$ cat src/rtl/surf_event_collector.sv
// surf_event_collector
// Builds one framed byte stream per event from seven per-SURF AXI4S byte
// streams, all in the sysclk domain.
// Frame layout: MAGIC, count[15:8], count[7:0], {0,evt_mask},
//   then each enabled SURF's payload in ascending order, then {0,missing}
//   with tlast set.
// A SURF whose tvalid stays low for TIMEOUT cycles while it is being streamed
// is abandoned. Its bit is set in the trailer, and timeout_o pulses.
// Ports:
//   sysclk_i, rst_i          clock, async active-high reset
//   enable_i, surf_mask_i    event start control (sampled in IDLE only)
//   s_sK_t{data,valid,ready,last}  per-SURF input streams, K = 0..6
//   m_evt_t{data,valid,ready,last} framed output stream
//   event_count_o            completed frames (wraps)
//   busy_o                   not IDLE
//   timeout_o                one-cycle pulse when a SURF is abandoned
module surf_event_collector #(
  parameter int         TIMEOUT = 1024,
  parameter logic [7:0] MAGIC   = 8'hA5
) (
  input  logic        sysclk_i,
  input  logic        rst_i,
  input  logic        enable_i,
  input  logic [6:0]  surf_mask_i,
  input  logic [7:0]  s_s0_tdata, s_s1_tdata, s_s2_tdata, s_s3_tdata,
  input  logic [7:0]  s_s4_tdata, s_s5_tdata, s_s6_tdata,
  input  logic        s_s0_tvalid, s_s1_tvalid, s_s2_tvalid, s_s3_tvalid,
  input  logic        s_s4_tvalid, s_s5_tvalid, s_s6_tvalid,
  output logic        s_s0_tready, s_s1_tready, s_s2_tready, s_s3_tready,
  output logic        s_s4_tready, s_s5_tready, s_s6_tready,
  input  logic        s_s0_tlast, s_s1_tlast, s_s2_tlast, s_s3_tlast,
  input  logic        s_s4_tlast, s_s5_tlast, s_s6_tlast,
  output logic [7:0]  m_evt_tdata,
  output logic        m_evt_tvalid,
  input  logic        m_evt_tready,
  output logic        m_evt_tlast,
  output logic [15:0] event_count_o,
  output logic        busy_o,
  output logic        timeout_o
);
  localparam int          NUM_LANES = 7;
  localparam logic [15:0] TO_LAST   = 16'(TIMEOUT - 1);

  typedef enum logic [2:0] {IDLE, HDR, SEL, STREAM, TRL} state_t;

  logic [NUM_LANES-1:0][7:0] s_tdata;
  logic [NUM_LANES-1:0]      s_tvalid, s_tlast, s_tready;

  assign s_tdata  = {s_s6_tdata, s_s5_tdata, s_s4_tdata, s_s3_tdata,
                     s_s2_tdata, s_s1_tdata, s_s0_tdata};
  assign s_tvalid = {s_s6_tvalid, s_s5_tvalid, s_s4_tvalid, s_s3_tvalid,
                     s_s2_tvalid, s_s1_tvalid, s_s0_tvalid};
  assign s_tlast  = {s_s6_tlast, s_s5_tlast, s_s4_tlast, s_s3_tlast,
                     s_s2_tlast, s_s1_tlast, s_s0_tlast};
  assign {s_s6_tready, s_s5_tready, s_s4_tready, s_s3_tready,
          s_s2_tready, s_s1_tready, s_s0_tready} = s_tready;

  state_t               state, state_nxt;
  logic [NUM_LANES-1:0] rem_mask, evt_mask, missing;
  logic [1:0]           hdr_idx;
  logic [2:0]           cur, sel_k;
  logic [15:0]          to_cnt;
  logic [7:0]           beat_q;     // registered header/trailer byte

  logic start, out_hs, cur_vld, cur_last, timeout_hit;

  assign start       = enable_i && |(surf_mask_i & s_tvalid);
  assign out_hs      = m_evt_tvalid && m_evt_tready;
  assign cur_vld     = s_tvalid[cur];
  assign cur_last    = s_tlast[cur];
  assign timeout_hit = (state == STREAM) && !cur_vld && (to_cnt == TO_LAST);
  assign busy_o      = (state != IDLE);

  // Lowest remaining SURF wins.
  always_comb begin
    sel_k = '0;
    for (int i = NUM_LANES - 1; i >= 0; i--)
      if (rem_mask[i]) sel_k = 3'(i);
  end

  // Only the SURF currently being streamed sees tready; every other lane
  // (including disabled ones) keeps its data queued upstream.
  for (genvar g = 0; g < NUM_LANES; g++) begin : g_lane
    assign s_tready[g] = (state == STREAM) && (cur == 3'(g)) && m_evt_tready;
  end

  always_comb begin
    state_nxt    = state;
    m_evt_tdata  = beat_q;
    m_evt_tvalid = 1'b0;
    m_evt_tlast  = 1'b0;
    timeout_o    = 1'b0;
    case (state)
      IDLE: if (start) state_nxt = HDR;
      HDR: begin
        m_evt_tvalid = 1'b1;
        if (out_hs && hdr_idx == 2'd3) state_nxt = SEL;
      end
      SEL: state_nxt = (|rem_mask) ? STREAM : TRL;
      STREAM: begin
        m_evt_tdata  = s_tdata[cur];
        m_evt_tvalid = cur_vld;
        if (cur_vld && m_evt_tready && cur_last) begin
          state_nxt = SEL;
        end else if (timeout_hit) begin
          timeout_o = 1'b1;
          state_nxt = SEL;
        end
      end
      TRL: begin
        m_evt_tvalid = 1'b1;
        m_evt_tlast  = 1'b1;
        if (out_hs) state_nxt = IDLE;
      end
      default: state_nxt = IDLE;
    endcase
  end

  always_ff @(posedge sysclk_i or posedge rst_i) begin
    if (rst_i) begin
      state         <= IDLE;
      rem_mask      <= '0;
      evt_mask      <= '0;
      missing       <= '0;
      hdr_idx       <= '0;
      cur           <= '0;
      to_cnt        <= '0;
      beat_q        <= '0;
      event_count_o <= '0;
    end else begin
      state <= state_nxt;
      case (state)
        IDLE: if (start) begin
          rem_mask <= surf_mask_i;
          evt_mask <= surf_mask_i;
          missing  <= '0;
          hdr_idx  <= '0;
          beat_q   <= MAGIC;
        end
        HDR: if (out_hs) begin
          hdr_idx <= hdr_idx + 2'd1;
          case (hdr_idx)
            2'd0:    beat_q <= event_count_o[15:8];
            2'd1:    beat_q <= event_count_o[7:0];
            2'd2:    beat_q <= {1'b0, evt_mask};
            default: beat_q <= beat_q;
          endcase
        end
        SEL: begin
          if (|rem_mask) begin
            cur             <= sel_k;
            rem_mask[sel_k] <= 1'b0;
            to_cnt          <= '0;
          end else begin
            // missing is final here; the last STREAM cycle has committed.
            beat_q <= {1'b0, missing};
          end
        end
        STREAM: begin
          // Only idle source cycles count; backpressure with data pending
          // is the consumer's problem, not a dead SURF.
          to_cnt <= cur_vld ? 16'd0 : to_cnt + 16'd1;
          if (timeout_hit) missing[cur] <= 1'b1;
        end
        TRL: if (out_hs) event_count_o <= event_count_o + 16'd1;
        default: ;
      endcase
    end
  end
endmodule
$ cat config.mk
export PLATFORM = sky130hd
export DESIGN_NAME = surf_event_collector
export DESIGN_NICKNAME = d
export VERILOG_FILES = /design/src/rtl/surf_event_collector.sv
export SDC_FILE = /design/constraint.sdc
export NUM_CORES = 1
export LEC_CHECK = 0
export BUFFER_PORTS_ARGS = -buffer_cell sky130_fd_sc_hd__buf_2
export CAP_MARGIN = 10
export CORE_UTILIZATION = 54
export DETAILED_ROUTE_END_ITERATION = 12
export PLACE_DENSITY = 0.9
export REMOVE_ABC_BUFFERS = 1
export SKIP_CTS_REPAIR_TIMING = 1
export SLEW_MARGIN = 20
export SYNTH_ARGS = -nofsm -noshare
export SYNTH_HDL_FRONTEND = slang
export SYNTH_SLANG_ARGS = --single-unit
$ cat constraint.sdc
create_clock -name sysclk_i -period 6.9 [get_ports sysclk_i]
set_clock_uncertainty 0.05 [all_clocks]
set_input_delay 1.38 -clock sysclk_i [delete_from_list [all_inputs] [get_ports sysclk_i]]
set_output_delay 1.38 -clock sysclk_i [all_outputs]
set_load 0.02 [all_outputs]
==> results.cfg <==
[drt]
initialDrtViolationCount = 371
detail-route-antenna-nets = 0
drt-wirelength-per-cell_um = 16.72
drc_errors = 0
totalWireLength_mm = 11.35
via_count = 4182
dr.pass1.iters = 5
viasPerCell = 6.159

[final_layout]
num_antenna_cells = 0
drive_gt1_share_pct = 30.50
nFillCells = 639
finish.utilization_pct = 66.49
syn_to_final_growth_pct = 17.97
finalNetCount = 659

[hold_path]
hold_path_class = reg -> reg
hold_path_depth = 2

[sta]
final_max_slew_viol_count = 0
final.period_utilization_pct = 64.00
grt_setup_unrepaired = false
final-hold-violation-count = 0
setup_total_neg_slack_ps = 0
maxSlewHeadroom_pct = 29.68
timing_worst_slew_pin_value_ps = 1055
report.final.setup_viol = 0
fmax_mhz = 226.4
fin_crit_ps = 4416

[cts]
cts_sink_cnt = 69
cts_inserted_buffers = 9
clockBufferDepth = 2
clk-insertion-delay-late_ps = 350
h-tree-depth = 3
cts_root_buffer = sky130_fd_sc_hd__clkbuf_8
worst_setup_hold_path_clk_slew_ps = 80
tritoncts = built

[setup_path]
timing.critical_path.fanout_max = 31
critPathCaptureType = output port
worst_endpoint_data_arrival_time_ps = 2990
worst_path_max_delay_cell = sky130_fd_sc_hd__mux4_2
critPathMaxStageDelay_ps = 460
critPathBufInv = 4
critPathTopFamily = buffers and inverters
crit_cells = 8
sequence_of_cells_on_the_critical_path = buf_2 > mux4_2 > nor2b_4 > a211oi_2 > buf_4 > nand2_4 > inv_1 > buf_2
critical_path.most_common_cell = sky130_fd_sc_hd__buf_2
rrSetupSlack_ps = 4170
worstRegToRegCells = 6
startpoint_type = input port
critical_path_class = in -> out
timing.critical_path.required_ps = 5470

[power_and_ir_drop]
report.power.total_w = 0.001841
power.leakage_nw = 2.450
power.density_cell_area_nw_per_um2 = 354.6
ir_worst_vdd_v = 0.0002515

[floorplan]
floorplan.die_area_sq_um = 8514
die_height_um = 92.27
num_rows = 32
initial_utilization_pct = 56.36
top_level_ports = 116
placeableCoreArea_sq_um = 7807
dieWidth_um = 92.27

[logic_synthesis]
dominant_cell_by_count_in_the_synthesized_netlist = sky130_fd_sc_hd__nand2_1
syn_inst = 471
postSynth.asyncResetShare_pct = 100.0
synth_top_area_share_pct = 39.24
synth.cells.most_frequent = 82 x sky130_fd_sc_hd__nand2_1, 69 x sky130_fd_sc_hd__dfrtp_1, 31 x sky130_fd_sc_hd__o21ai_0, 22 x sky130_fd_sc_hd__nor2_1, 20 x sky130_fd_sc_hd__a31oi_1
main_synth_ff_type = sky130_fd_sc_hd__dfrtp_1
synth_edf_count = 0
most_area_consuming_cells_after_synthesis = sky130_fd_sc_hd__dfrtp_1 39%, sky130_fd_sc_hd__nand2_1 7.0%, sky130_fd_sc_hd__mux4_2 5.1%
synth_seq_area_share_pct = 39.24
synth_top_cell_by_area = sky130_fd_sc_hd__dfrtp_1
yosysWarningCount = 0
register_bit_count_reported_by_yosys = 69
average_footprint_of_a_synthesized_cell_sq_um = 9.343
synth_cell_type_count = 69
syn_area_sq_um = 4400

[flow_run]
timing.max_cap.violations = 0

[global_route]
grt_max_degree = 70
grt_util_all_layers_pct = 27.47
globalRouteOverflowTotal = 0
first_global_vias = 3841
global_route_wire_length_before_repair_mm = 18.35
grt_antenna_before_repair = 0

[place]
detailed_place_hpwl_mm = 8.112
io_buffers = 115
gpl.final_weighted_congestion = 0.8734

[outcome]
status = finished clean
-- path summary, 6_finish.rpt --
kind,endpoint,from
setup / recovery,timeout_o,s_s6_tvalid
setup reg to reg,missing[4]$_DFFE_PP0P_,cur[2]$_DFFE_PP0P_
hold reg to reg,evt_mask[5]$_DFFE_PP0P_,evt_mask[5]$_DFFE_PP0P_
hold / removal,evt_mask[5]$_DFFE_PP0P_,evt_mask[5]$_DFFE_PP0P_
max in group asynchronous,to_cnt[3]$_DFFE_PP0P_,rst_i
min in group asynchronous,event_count_o[12]$_DFFE_PP0P_,rst_i
-- layer usage --
metal	vias to the layer above	track usage [%]	part of all wire, %
met4	0	7.943	1.7
met3	19	4.975	8.1
met1	2044	36.97	40
li1	1932	-	-
met2	187	45.40	50
met5	-	0	0
-- per-stage QoR --
stage | worst slack (ps) | hold WS (ps) | area (sq um) | cells
floorplan | 2016 | 395.5 | 4237 | 442
global placement | 2511 | 409.0 | 4970 | 663
detailed placement | 2482 | 418.5 | 4970 | 663
CTS | 2481 | 438.1 | 5191 | 679
global route | 2379 | 455.7 | 5191 | 679
finish | 2484 | 440.8 | 5191 | 679
-- registers in the layout, summed over array words and instances (netlist names) --
register	cells
state	3
rem_mask	7
cur	3
event_count_o	16
missing	7
to_cnt	16
hdr_idx	2
evt_mask	7
beat_q	8
-- worst register-to-register path: cells and delay by family (launching register included) --
| family | cells | cell delay [ps] |
|---|---|---|
| flops | 1 | 1040 |
| compound gates | 2 | 450 |
| mux | 1 | 420 |
| buf+inv | 1 | 340 |
| simple gates | 2 | 330 |
-- layout make-up --
class	instances	area [sq um]	share of cell area (%)
Clock buffer	9	123.9	2.386
Clock inverter	7	97.59	1.880
Inverter	11	41.29	0.7954
Multi-Input combinational cell	362	2469	47.55
Sequential cell	69	1727	33.26
Tap cell	102	127.6	2.458
Timing Repair Buffer	119	605.6	11.67
-- where the power goes --
group	total (W)	internal, W	switching, W
Combinational	0.000857	0.000342	0.000515
Sequential	0.000609	0.000486	0.000123
Clock	0.000375	0.000205	0.000169
-- layout by cell type, fill, tap and decap left out, types with 5 or more instances in the layout --
cell type	instances
sky130_fd_sc_hd__o21ai_0	31
sky130_fd_sc_hd__a22oi_1	7
sky130_fd_sc_hd__dfrtp_1	69
sky130_fd_sc_hd__ha_1	6
sky130_fd_sc_hd__nand4_1	7
sky130_fd_sc_hd__and3_1	8
sky130_fd_sc_hd__and2_1	5
sky130_fd_sc_hd__inv_1	10
sky130_fd_sc_hd__a31oi_1	20
sky130_fd_sc_hd__a21oi_1	18
sky130_fd_sc_hd__a22o_1	5
sky130_fd_sc_hd__nand3_1	17
sky130_fd_sc_hd__mux4_2	10
sky130_fd_sc_hd__buf_2	115
sky130_fd_sc_hd__clkbuf_8	9
sky130_fd_sc_hd__mux2_2	9
sky130_fd_sc_hd__nor2_1	22
sky130_fd_sc_hd__nor2b_1	7
sky130_fd_sc_hd__xnor2_1	11
sky130_fd_sc_hd__nor3_1	7
sky130_fd_sc_hd__nand2_1	82
sky130_fd_sc_hd__mux2i_1	12
sky130_fd_sc_hd__o211ai_1	11
-- cells by family after synthesis --
logic type,share of synthesized area [%]
compound gates,19.88
xor+xnor,2.985
fa+ha+maj,1.706
buf+inv,4.663
flops,39.24
mux,10.15
simple gates,21.38
No activity file was read; power rests on OpenSTA's default activity.
